[src/rtl/shift_sequencer_pkg.sv]
// Shared opcode/state encodings for the shift sequencer and its step datapath.
package shift_sequencer_pkg;

  typedef enum logic [2:0] {
    OP_NOP  = 3'd0,
    OP_LOAD = 3'd1,
    OP_CLR  = 3'd2,
    OP_SHL  = 3'd3,
    OP_SHR  = 3'd4,
    OP_ROL  = 3'd5,
    OP_ROR  = 3'd6,
    OP_ASR  = 3'd7
  } op_e;

  typedef enum logic {
    ST_IDLE  = 1'b0,
    ST_SHIFT = 1'b1
  } state_e;

  function automatic logic is_shift(op_e op);
    return (op == OP_SHL) || (op == OP_SHR) || (op == OP_ROL) ||
           (op == OP_ROR) || (op == OP_ASR);
  endfunction

endpackage

[src/rtl/shift_sequencer_step.sv]
// Combinational one-position shift/rotate step; bit_out_o is the bit leaving the register.
module shift_step
  import shift_sequencer_pkg::*;
#(
  parameter int WIDTH = 4
) (
  input  logic [WIDTH-1:0] q_i,
  input  op_e              op_i,
  input  logic             ser_in_i,
  output logic [WIDTH-1:0] q_next_o,
  output logic             bit_out_o
);

  always_comb begin
    q_next_o  = q_i;
    bit_out_o = 1'b0;
    case (op_i)
      OP_SHL: begin
        q_next_o  = {q_i[WIDTH-2:0], ser_in_i};
        bit_out_o = q_i[WIDTH-1];
      end
      OP_SHR: begin
        q_next_o  = {ser_in_i, q_i[WIDTH-1:1]};
        bit_out_o = q_i[0];
      end
      OP_ROL: begin
        q_next_o  = {q_i[WIDTH-2:0], q_i[WIDTH-1]};
        bit_out_o = q_i[WIDTH-1];
      end
      OP_ROR: begin
        q_next_o  = {q_i[0], q_i[WIDTH-1:1]};
        bit_out_o = q_i[0];
      end
      OP_ASR: begin
        q_next_o  = {q_i[WIDTH-1], q_i[WIDTH-1:1]};
        bit_out_o = q_i[0];
      end
      default: begin
        q_next_o  = q_i;
        bit_out_o = 1'b0;
      end
    endcase
  end

endmodule

[src/rtl/shift_sequencer.sv]
// Universal shift register with command handshake and multi-cycle shift sequencing.
//   state    | meaning
//   ST_IDLE  | ready for a command; single-cycle ops and first shift step happen here
//   ST_SHIFT | applying remaining steps of a latched shift, one per edge
module shift_sequencer
  import shift_sequencer_pkg::*;
#(
  parameter int WIDTH = 4,
  parameter int CNT_W = 8
) (
  input  logic             clk,
  input  logic             rst,
  input  logic             cmd_valid,
  output logic             cmd_ready,
  input  logic [2:0]       cmd_op,
  input  logic [CNT_W-1:0] cmd_cnt,
  input  logic [WIDTH-1:0] load_data,
  input  logic             ser_in,
  output logic [WIDTH-1:0] q,
  output logic             ser_out,
  output logic             busy,
  output logic             done
);

  state_e           state_q;
  logic [CNT_W-1:0] rem_q;
  op_e              op_q;
  logic [WIDTH-1:0] q_q;
  logic             ser_out_q;
  logic             done_q;

  op_e              cmd_op_e;
  op_e              step_op;
  logic [WIDTH-1:0] step_q;
  logic             step_bit;
  logic             accept;

  assign cmd_op_e  = op_e'(cmd_op);
  assign busy      = (state_q == ST_SHIFT);
  assign cmd_ready = !busy;
  assign accept    = cmd_valid && cmd_ready;
  // The first step uses the live opcode; later steps use the latched one.
  assign step_op   = busy ? op_q : cmd_op_e;

  assign q       = q_q;
  assign ser_out = ser_out_q;
  assign done    = done_q;

  shift_step #(.WIDTH(WIDTH)) u_step (
    .q_i      (q_q),
    .op_i     (step_op),
    .ser_in_i (ser_in),
    .q_next_o (step_q),
    .bit_out_o(step_bit)
  );

  always_ff @(posedge clk) begin
    if (rst) begin
      state_q   <= ST_IDLE;
      rem_q     <= '0;
      op_q      <= OP_NOP;
      q_q       <= '0;
      ser_out_q <= 1'b0;
      done_q    <= 1'b0;
    end else begin
      done_q <= 1'b0;
      case (state_q)
        ST_IDLE: begin
          if (accept) begin
            if (cmd_op_e == OP_LOAD) begin
              q_q    <= load_data;
              done_q <= 1'b1;
            end else if (cmd_op_e == OP_CLR) begin
              q_q    <= '0;
              done_q <= 1'b1;
            end else if (!is_shift(cmd_op_e) || cmd_cnt == '0) begin
              done_q <= 1'b1;
            end else begin
              q_q       <= step_q;
              ser_out_q <= step_bit;
              if (cmd_cnt == CNT_W'(1)) begin
                done_q <= 1'b1;
              end else begin
                state_q <= ST_SHIFT;
                rem_q   <= cmd_cnt - CNT_W'(1);
                op_q    <= cmd_op_e;
              end
            end
          end
        end
        ST_SHIFT: begin
          q_q       <= step_q;
          ser_out_q <= step_bit;
          if (rem_q == CNT_W'(1)) begin
            state_q <= ST_IDLE;
            rem_q   <= '0;
            done_q  <= 1'b1;
          end else begin
            rem_q <= rem_q - CNT_W'(1);
          end
        end
        default: begin
          state_q <= ST_IDLE;
          rem_q   <= '0;
        end
      endcase
    end
  end

endmodule

[config.mk]
export PLATFORM = sky130hd
export DESIGN_NAME = shift_sequencer
export DESIGN_NICKNAME = d
export VERILOG_FILES = /design/src/rtl/shift_sequencer_pkg.sv /design/src/rtl/shift_sequencer_step.sv /design/src/rtl/shift_sequencer.sv
export SDC_FILE = /design/constraint.sdc
export NUM_CORES = 1
export LEC_CHECK = 0
export CAP_MARGIN = 20
export CORE_UTILIZATION = 55
export DETAILED_ROUTE_END_ITERATION = 8
export HOLD_SLACK_MARGIN = 0.02
export PLACE_DENSITY_LB_ADDON = 0.25
export SYNTH_ARGS = -nofsm -noshare
export SYNTH_HDL_FRONTEND = slang
export SYNTH_SLANG_ARGS = --single-unit
[constraint.sdc]
create_clock -name clk -period 4.3 [get_ports clk]
set_input_delay 0.645 -clock clk [delete_from_list [all_inputs] [get_ports clk]]
set_output_delay 0.645 -clock clk [all_outputs]
set_load 0.005 [all_outputs]
==> metrics.sh <==
SYNTH.NET_COUNT=211
PLACE_CONGESTION=0.920
WIRELENGTH_UM=3730
CTS_ROOT_BUFFER='clkbuf_4'
HOLD_BUFFERS=0
FINCLKSKEW_NS=0.00670
CRIT_PATH_MAX_FANOUT=11
EFFECTIVE_UTILIZATION_AT_FLOORPLAN=0.581
WIRE_LENGTH_OF_THE_FIRST_GLOBAL_ROUTING_PASS_UM=6030
GRT_SETUP_UNREPAIRED='no'
CRIT_REQUIRED_NS=4.48
SEQ_POWER_SHARE=0.411
LEAKAGE_nW=0.629
GRT_MAX_DEGREE=33
DRV.MAX_CAP_VIOLATION_COUNT=0
NETLIST.AREA_LEADER.SHARE=0.250
NUMBER_OF_FLOPS_MAPPED_TO_ENABLE_CELLS_BY_YOSYS=0
GRT_USE_TOTAL=0.293
SWITCHING_SHARE=0.349
FINALWORSTSETUPSLACK_NS=1.72
SETUP.WORST_PATH.START_CLASS='primary input'
SYN_AREA_PER_CELL_SQ_UM=7.70
MOST_COMMON_LIBRARY_CELL_IN_THE_LAYOUT_IGNORING_FILL_AND_TAPS='clkdlybuf4s50_1'
DETAIL_ROUTE.ITER0.VIOLATIONS=61
AVGVIACOUNTPERCELL=6.40
MOST-COMMON-LAYOUT-CELLS='clkdlybuf4s50_1, nand2_1, dfxtp_1'
PERIOD_NEEDED_NS=2.58
POSTSYNTH.TOPFLOPCELL='dfxtp_1'
CLOCK_TREE.HTREE_LEVEL_COUNT=1
DETAILEDPLACE.WORSTSLACK_NS=1.43
HOLD_PATH_CLASS='reg2reg'
PORT_BUFFERS=26
CLOCK_TREE_FROM_TRITONCTS='built'
FRACTION_OF_REGISTERS_WITH_ASYNC_SET_RESET=0
POSTCTSSETUPBUFFERS=0
DIE_WIDTH_UM=53.2
IR_DROP_uV=234
FINAL.FILL_COUNT=221
TOTAL_STANDARD_CELL_AREA_AFTER_SYNTHESIS_SQ_MM=0.00144
CP_COMMON_CELL='o32ai_1'
SYNTH_TOP_CELLS_BY_AREA='dfxtp_1, a21oi_1, nand2_1'
POWER.NET_SWITCHING_mW=0.170
AREA_DELTA_SYNTH_FINAL_PCT=20.9
GR-TOTAL-OVERFLOW=0
MAX_FREQ_GHz=0.388
SUM_OF_NEGATIVE_SETUP_SLACK_NS=0
P_CLK_FRAC=0.227
COMB_POWER_SHARE=0.362
POST-ROUTE-CELL-AREA_SQ_MM=0.00174
REPORT.FINAL.SETUP_VIOL=0
POST-ROUTE-DRC-COUNT=0
TIMING.CRITICAL_PATH.ARRIVAL_NS=2.75
CLOCK_INSERTION_DELAY_WORST_SKEW_NS=0.30
TIMING.FINAL.MAX_SLEW_VIOLATIONS=0
YS_WARN_COUNT=0
FINAL_NETS=234
PLACE_HPWL_UM=2790
SETUP.WORST_PATH.START='cmd_op[0]'
CORE_SQ_MM=0.00248
FINAL_HOLD_VIOL_COUNT=0
CTS_BUFFERS=3
CP_SLOWEST_CELL='clkdlybuf4s50_1'
CLK_PIN_SLEW_NS=0.12
SYN-INSTANCE-COUNT=187
ANT_NETS=0
SYNTH.YOSYS.SEQ_AREA_SHARE=0.250
WORST_PATH_LARGEST_CELL_DELAY_NS=0.61
ANTENNADIODECOUNT=0
SYNTHDISTINCTLIBCELLS=50
POWER.DENSITY_mW_PER_MM2=279
NUMBER_OF_FLIP_FLOPS_AND_LATCHES_IN_THE_SYNTHESIZED_NETLIST=18
WORST-SETUP-PATH-TYPE='in2reg'
CRITICAL_PATH.REG2REG.STARTPOINT='rem_q[1]'
IO_PINS=27
WORST_PIN_SLEW_NS=0.802
CTS_REPAIR_RESIZE_COUNT=0
RUN_STATUS='finished clean'
TIMING.CRITICAL_PATH.CELLS='clkdlybuf4s50_1 -> nor2b_1 -> o32ai_1 -> mux2_2 -> a22oi_1 -> o32ai_1'
DRT-WIRELENGTH-PER-CELL_UM=15.6
SYNTHDOMINANTAREACELLTYPE='dfxtp_1'
FINAL_LAYOUT_SIZE_SUFFIX_GT1_FRAC=0.0861
HOLDWS_NS=0.476
DPL_CELL_AREA_SQ_MM=0.00170
ROWS=18
TRITONCTS_NUM_SINKS=18
PERIOD_SHARE=0.599
DIEHEIGHT_UM=53.2
VIAS_IN_THE_FIRST_GLOBAL_ROUTE=1348
VIAS=1530
MAX_SLEW_MARGIN=0.464
GRT_ANTENNA_BEFORE_REPAIR=0
CTS_MAX_PATH_BUFFERS=2
CELLINTERNALPOWER_mW=0.316
DETAILEDROUTE.FIRSTPASSITERATIONCOUNT=5
END_KIND='flop'
WORST_HOLD_STARTPOINT='ser_out'
DIE_AREA_SQ_MM=0.00283
critical path: cells and delay by family:
kind            cells  cell delay, ns
compound gates      3            0.81
buf+inv             1            0.61
mux                 1            0.40
simple gates        1            0.28
cells in the mapped netlist (3+ instances only):
cell	count
nor3_1	6
nor2_1	15
clkbuf_1	7
o32ai_1	4
o22ai_1	4
inv_1	8
o21ai_0	6
a31oi_1	4
nor2b_1	4
nand3_1	5
a21oi_1	15
nor3b_1	3
dfxtp_1	18
o211ai_1	3
mux2i_1	7
xnor2_1	3
nand2_1	20
xor2_1	3
a22oi_1	3
nand2b_1	4
ha_1	5
mux2_2	4
cells by family (layout without fill, tap and decap cells):
logic type | Yosys count | count (layout) | share of synthesized area
flops | 18 | 18 | 0.250
mux | 11 | 11 | 0.0799
buf+inv | 18 | 40 | 0.0521
simple gates | 72 | 72 | 0.265
fa+ha+maj | 5 | 5 | 0.0434
compound gates | 57 | 57 | 0.273
xor+xnor | 6 | 6 | 0.0365
power by group through the flow:
stage / Combinational [mW] / Clock, mW / Sequential (mW)
2_1_floorplan: 0.117 / 0 / 0.199
3_3_place_gp: 0.167 / 0 / 0.202
3_5_place_dp: 0.173 / 0 / 0.203
4_1_cts: 0.174 / 0.113 / 0.199
5_1_grt: 0.195 / 0.118 / 0.202
6_report: 0.176 / 0.110 / 0.200
area by class of cell:
class	instances	area (sq um)	area share
clock buffer	4	36.3	0.0208
multi-input combinational	151	1000	0.577
sequential	18	360	0.207
inverter	9	33.8	0.0194
timing repair buffer	27	268	0.154
tap	30	37.5	0.0216
per-layer routing:
layer	wire, um	share of wire	up-vias	track usage
met1	1770	0.48	727	0.411
met2	1700	0.46	58	0.437
met5	0	0	-	0
met4	53	0.014	0	0.110
li1	-	-	736	-
met3	200	0.054	9	0.0546
flip-flops by register name, summed over array words and instances (netlist names):
name and cells:
busy 1, done 1, op_q 3, q 4, rem_q 8, ser_out 1
through the flow:
stage | total power [mW] | instances | util
2_1_floorplan | 0.316 | 187 | -
3_3_place_gp | 0.369 | 235 | 0.688
3_5_place_dp | 0.376 | 235 | 0.688
4_1_cts | 0.486 | 239 | 0.703
5_1_grt | 0.515 | 239 | 0.703
6_report | 0.486 | 239 | 0.703
worst paths after layout:
kind	end	slack (ns)	depth (start not counted)
setup / recovery	q[2]	1.72	6
hold / removal	ser_out	0.48	2
setup reg to reg	rem_q[5]	2.13	7
hold reg to reg	ser_out	0.48	2
(Power assumes the default switching activity.)
